File: src/rtl/ram_port_arbiter.sv
// Two-requester arbiter (CPU memory path, DMA) for the single SDRAM request port.
// Alternating priority on conflict, registered request payload, per-access watchdog.
module ram_port_arbiter #(
    parameter int ADDR_W  = 23,
    parameter int CNT_W   = 10,
    parameter int TIMEOUT = 1023
) (
    input  logic              clk1x,
    input  logic              reset,
    input  logic              cpu_req,
    input  logic              cpu_rnw,
    input  logic              cpu_isCache,
    input  logic [ADDR_W-1:0] cpu_addr,
    input  logic [3:0]        cpu_be,
    input  logic [31:0]       cpu_data,
    output logic              cpu_grant,
    output logic              cpu_done,
    input  logic              dma_req,
    input  logic              dma_rnw,
    input  logic [ADDR_W-1:0] dma_addr,
    input  logic [CNT_W-1:0]  dma_cnt,
    input  logic [31:0]       dma_data,
    output logic              dma_grant,
    output logic              dma_done,
    output logic              ram_ena,
    output logic              ram_rnw,
    output logic [ADDR_W-1:0] ram_Adr,
    output logic [3:0]        ram_be,
    output logic [31:0]       ram_dataWrite,
    output logic              ram_dma,
    output logic              ram_iscache,
    output logic [CNT_W-1:0]  ram_cntDMA,
    input  logic              ram_done,
    output logic              busy,
    output logic              error,
    output logic [1:0]        state_dbg
);
    localparam int WD_W = (TIMEOUT < 2) ? 1 : $clog2(TIMEOUT + 1);
    localparam logic [WD_W-1:0] WD_MAX = WD_W'(TIMEOUT);

    typedef enum logic [1:0] {
        IDLE    = 2'd0,
        CPU_ACT = 2'd1,
        DMA_ACT = 2'd2
    } state_t;

    state_t          state;
    state_t          state_next;
    logic            last_dma;
    logic            issue;
    logic            pick_dma;
    logic            wd_expired;
    logic            timeout_hit;
    logic [WD_W-1:0] wd_cnt;

    // Handshake: cpu_req/dma_req are held with a stable payload until the matching
    // one-cycle grant; the grant cycle is also the single ram_ena cycle, and the
    // owner's done pulses combinationally in the cycle ram_done (or a timeout) ends it.
    assign busy       = (state != IDLE);
    assign state_dbg  = state;
    assign issue      = (state == IDLE) && (cpu_req || dma_req);
    // On conflict the side that did not win last time goes first.
    assign pick_dma   = dma_req && (!cpu_req || !last_dma);
    assign wd_expired = (wd_cnt == WD_MAX);

    always_ff @(posedge clk1x) begin
        if (reset) begin
            state <= IDLE;
        end else begin
            state <= state_next;
        end
    end

    always_comb begin
        state_next  = state;
        cpu_done    = 1'b0;
        dma_done    = 1'b0;
        timeout_hit = 1'b0;
        case (state)
            IDLE: begin
                if (issue) begin
                    state_next = pick_dma ? DMA_ACT : CPU_ACT;
                end
            end
            CPU_ACT: begin
                if (ram_done || wd_expired) begin
                    cpu_done    = 1'b1;
                    timeout_hit = !ram_done;
                    state_next  = IDLE;
                end
            end
            DMA_ACT: begin
                if (ram_done || wd_expired) begin
                    dma_done    = 1'b1;
                    timeout_hit = !ram_done;
                    state_next  = IDLE;
                end
            end
            default: state_next = IDLE;
        endcase
        // An access abandoned by reset never reports completion.
        if (reset) begin
            cpu_done    = 1'b0;
            dma_done    = 1'b0;
            timeout_hit = 1'b0;
        end
    end

    always_ff @(posedge clk1x) begin
        if (reset) begin
            ram_ena       <= 1'b0;
            cpu_grant     <= 1'b0;
            dma_grant     <= 1'b0;
            ram_rnw       <= 1'b0;
            ram_Adr       <= '0;
            ram_be        <= 4'h0;
            ram_dataWrite <= 32'h0;
            ram_dma       <= 1'b0;
            ram_iscache   <= 1'b0;
            ram_cntDMA    <= '0;
            last_dma      <= 1'b0;
            wd_cnt        <= '0;
            error         <= 1'b0;
        end else begin
            ram_ena   <= 1'b0;
            cpu_grant <= 1'b0;
            dma_grant <= 1'b0;
            if (issue) begin
                ram_ena  <= 1'b1;
                last_dma <= pick_dma;
                wd_cnt   <= '0;
                if (pick_dma) begin
                    dma_grant     <= 1'b1;
                    ram_rnw       <= dma_rnw;
                    ram_Adr       <= dma_addr;
                    ram_be        <= 4'hF;
                    ram_dataWrite <= dma_data;
                    ram_dma       <= 1'b1;
                    ram_iscache   <= 1'b0;
                    ram_cntDMA    <= (dma_cnt == '0) ? CNT_W'(1) : dma_cnt;
                end else begin
                    cpu_grant     <= 1'b1;
                    ram_rnw       <= cpu_rnw;
                    ram_Adr       <= cpu_addr;
                    ram_be        <= cpu_be;
                    ram_dataWrite <= cpu_data;
                    ram_dma       <= 1'b0;
                    ram_iscache   <= cpu_isCache;
                    ram_cntDMA    <= '0;
                end
            end else if (state != IDLE && !wd_expired) begin
                wd_cnt <= wd_cnt + WD_W'(1);
            end
            if (timeout_hit) begin
                error <= 1'b1;
            end
        end
    end
endmodule

File: config.mk
export PLATFORM = sky130hd
export DESIGN_NAME = ram_port_arbiter
export DESIGN_NICKNAME = d
export VERILOG_FILES = /design/src/rtl/ram_port_arbiter.sv
export SDC_FILE = /design/constraint.sdc
export NUM_CORES = 1
export LEC_CHECK = 0
export ABC_AREA = 1
export BUFFER_PORTS_ARGS = -buffer_cell sky130_fd_sc_hd__clkbuf_2
export CAP_MARGIN = 30
export CORE_ASPECT_RATIO = 1.75
export CORE_MARGIN = 2
export CORE_UTILIZATION = 47
export CTS_CLUSTER_DIAMETER = 80
export CTS_CLUSTER_SIZE = 20
export DETAILED_ROUTE_END_ITERATION = 12
export GPL_TIMING_DRIVEN = 1
export PLACE_DENSITY = 0.81
export SYNTH_ARGS = -nofsm -noshare
export SYNTH_HDL_FRONTEND = slang
export SYNTH_SLANG_ARGS = --single-unit
File: constraint.sdc
create_clock -name clk1x -period 3 [get_ports clk1x]
set_input_delay 0.3 -clock clk1x [delete_from_list [all_inputs] [get_ports clk1x]]
set_output_delay 0.3 -clock clk1x [all_outputs]
set_load 0.02 [all_outputs]
# Yosys cells after proc, flatten, opt, wreduce, memory -nomap -nowiden
# Cells that the tools add are included.
# W data, S select, Z words.
[op_classes]
n_addsub = 1
eq_ne = 5
mux = 22
n_bitwise = 1
n_reduce_logical = 17
[op_table]
columns = ["cell", "count"]
rows = [
  ["$mux W32", 1],
  ["$mux W23", 1],
  ["$mux W10", 2],
  ["$mux W1", 13],
  ["$add A10 B1 Y10 const B", 1],
  ["$eq A10 B10 Y1 const B", 1],
  ["$logic_not A10 Y1", 1],
  ["$mux W2", 3],
  ["$reduce_or A2 Y1", 3],
  ["$logic_not A1 Y1", 4],
  ["$mux W4", 1],
  ["$pmux W2 S2", 1],
  ["$logic_and A1 B1 Y1", 3],
  ["$logic_or A1 B1 Y1", 3],
  ["$eq A2 B1 Y1 const B", 1],
  ["$eq A2 B2 Y1 const B", 1],
  ["$logic_not A2 Y1", 1],
  ["$ne A2 B1 Y1 const B", 1],
  ["$ne A2 B2 Y1 const B", 1],
  ["$reduce_and A2 Y1", 1],
  ["$reduce_bool A2 Y1", 1],
  ["$not A1 Y1", 1],
]
[totals]
regBits = 89
input_bits = 132
out_inout_bits = 81
elab_cells = 60

# Depth between registers and ports, before layout
[depth]
word_depth = 6
depth_mapped = 10
ltp_nobuf = 8

# Worst setup path before layout
# OpenSTA, ideal clock, no wires.
[synth_timing]
path_kind = "register to output"
from = "reg wd_cnt[0]"
to = "out cpu_done"
arrival_ps = 1320
required_ps = 2700
setup_slack_ps = 1380
path_stages_with_launch = 8
n_path_buf = 0
cell_sequence = "dfxtp_1 -> ha_1 -> inv_1 -> nor2_2 -> nand2_1 -> nor2_1 -> nor2_1 -> nor2_1"
[synth_via]
elab_chain_len = 5
[synth_rtl]
columns = ["element", "line", "text"]
rows = [
  ["start: declaration", "54", "logic [WD_W-1:0] wd_cnt;"],
  ["start signal: assignment", "152", "wd_cnt <= wd_cnt + WD_W'(1);"],
  ["$eq A10 B10 Y1", "64", "assign wd_expired = (wd_cnt == WD_MAX);"],
  ["$logic_or A1 B1 Y1", "86", "if (ram_done || wd_expired) begin"],
  ["$mux W1", "86", ""],
  ["$mux W1", "79", "case (state)"],
  ["$mux W1", "102", "if (reset) begin"],
  ["end: declaration", "17", "output logic cpu_done,"],
]
# No other way between the ends.

# Final worst setup path
[layout_timing]
from = "reg wd_cnt[0]"
to = "out dma_done"
[layout_via]
elab_chain_len = 5
[layout_rtl]
columns = ["element", "line", "text"]
rows = [
  ["$eq A10 B10 Y1", "64", ""],
  ["$logic_or A1 B1 Y1", "93", "if (ram_done || wd_expired) begin"],
  ["$mux W1", "93", ""],
  ["$mux W1", "79", ""],
  ["$mux W1", "102", ""],
  ["end: declaration", "24", "output logic dma_done,"],
]
# No other way between the ends.

==> impl_metrics.ini <==
[global_routing]
overflow = 0
grt_max_degree = 64
grt_pass1_wl_um = 16700
grt_antenna_before_repair = 0
grt_pass1_vias = 3832
grtUsageTotal = 0.242

[die]
initial_utilization = 0.484
coreArea_um2 = 7570
dieArea_um2 = 8540
io_pins = 213
rows = 42
die_h_um = 121
die_w_um = 70.7

[route]
routed_via_density = 4.97
vias = 3917
drt-initial-drc-count = 169
ant_nets = 0
wl_um = 10300
drcViolationCount = 0
dr.pass1.iters = 7
wire_per_inst_um = 13.1

[layout]
final_common_cell = nand2_1
antennaDiodeCount = 0
fillCellCount = 711
final-seq-area_um2 = 1760
nNetsFinal = 831
syn_to_final_growth_pct = 36.5
final_util = 0.660
mostFrequentLayoutCells = nand2_1, clkbuf_2, dfxtp_1
fin_area_um2 = 5000
drive_above_1_share = 0.356
multi_input_area_um2 = 1610

[timing]
hold_viol = 0
fmax_mhz = 475
setup_violations = 0
slew_headroom = 0.451
clock_skew_ns = 0.00499
fin_crit_ns = 2.10
drv_slew = 0
setup_ws_ns = 0.896
worst_pin_slew_ns = 0.823
fin_hold_ws_ns = 0.167
rsz0062_at_grt = false
fin_tns_setup_ns = 0
finalCritPeriodShare = 0.701

[yosys]
yosysWarnings = 0
avgSynthCellArea_um2 = 7.44
syn_area_um2 = 3660
syn_inst = 492
ys_seq_elements = 88
synth_nets = 628
ys_types = 26
ys_seq_area_frac = 0.481

[placement]
hpwl_um = 7730
placed_area_um2 = 4680
place_ws_ns = 0.940
port_buffers = 212
globalplace.congestion = 0.930

[critical_path]
end_kind = output pin
path_buf_inv = 2
worst_ep_required_time_ns = 2.70
crit_cells = 8
r2r_cells = 8
crit_chain = ha_1 > inv_1 > nor2_2 > nand2_1 > nor2_1 > nor2_1 > nor2_1 > clkbuf_2
worstPathMaxFanout = 5
cp_top_family = simple AND/OR/NAND/NOR gates
max_stage_delay_ns = 0.41
path_common_cell = nor2_1
path_class = reg -> out
start_kind = flop
crit_arrival_ns = 1.80
slowest_stage = dfxtp_1

[run]
max_cap_violations = 0

[clock_network]
htreeDepth = 3
cts_buffers = 9
cts_hold_repair.buffers = 0
clock_path_buffers = 2
cts_tree = yes
cts_num_sinks = 88
cts.clk_slew.worst_paths_ns = 0.06
worstSkewPairLatency_ns = 0.33
cts_resized = 0
post_cts_buffers = 0
cts.root.buffer_cell = clkbuf_16

[power_and_ir_drop]
power.density_nw_per_um2 = 635
p_leak_uw = 0.00262
peakVddDrop_uv = 362

[min_path]
worstHoldPathType = in -> reg
holdPathStages = 3

[status]
outcome = finished, final reports clean
[worst register-to-register path: stages, from the launching register on]
cell	delay [ns]
dfxtp_1	0.37
inv_1	0.08
ha_1	0.24
o21ai_2	0.12
nand2_2	0.15
inv_2	0.50
buf_12	0.30
nand2_1	0.11
nand3_1	0.10
[sequential cells by signal, summed over array words and instances, names as in the netlist]
| name | count |
|---|---|
| cpu_grant | 1 |
| dma_grant | 1 |
| error | 1 |
| ram_Adr | 23 |
| ram_be | 4 |
| ram_cntDMA | 10 |
| ram_dataWrite | 32 |
| ram_dma | 1 |
| ram_ena | 1 |
| ram_iscache | 1 |
| ram_rnw | 1 |
| state_dbg | 2 |
| wd_cnt | 10 |
[kinds of logic after synthesis]
group           Yosys count  synth area share
simple gates            314             0.368
flops                    88             0.481
buf+inv                  51            0.0790
compound gates           33            0.0533
fa+ha+maj                 4            0.0137
xor+xnor                  2           0.00479
[metal layers]
metal	global-route usage	routed length (µm)	up-vias
met5	0	0	-
met3	0.0492	574	33
met2	0.431	5510	166
met1	0.264	3850	1758
met4	0.130	378	0
li1	-	-	1960
[path summary, 6_finish.rpt]
path | startpoint | to | slack, ns
worst max-delay path | wd_cnt[0] | dma_done | 0.90
worst min-delay path | dma_data[21] | ram_dataWrite[21] | 0.17
worst max register to register | state_dbg[0] | ram_dataWrite[4] | 0.97
worst min register to register | ram_cntDMA[0] | ram_cntDMA[0] | 0.45
[power by group]
part | total, µW | switching, µW | internal, µW
registers | 1370 | 72.9 | 1300
logic | 644 | 419 | 225
clock network | 1160 | 423 | 735
total | 3170 | 915 | 2260
[synth_stat cells (all sizes together)]
library cell  instances  area, µm²
nand2               225        872
dfxtp                88       1760
nand3                61        305
inv                  30        115
nor2                 20        118
buf                  18        163
o21ai                17       88.8
a21oi                12       71.3
nand4                 7       43.8
a22o                  4       35.0
ha                    4       50.1
clkbuf                3       11.3
xor2                  2       17.5
nand3b                1       7.51
[area by class of cell]
| cell class | instances | share of cell area |
|---|---|---|
| clock buffer | 14 | 0.0568 |
| timing repair buffer | 213 | 0.216 |
| inverter | 30 | 0.0230 |
| multi-input combinational | 353 | 0.322 |
| tap | 88 | 0.0220 |
| sequential | 88 | 0.353 |
| clock inverter | 2 | 0.00701 |
[per-stage QoR]
step	power, µW	instances
after floorplan	1780	492
after global placement	2020	772
after detailed placement	2040	772
after CTS	3200	788
after global routing	3320	788
final	3170	788
No activity file was read; power rests on OpenSTA's default activity.
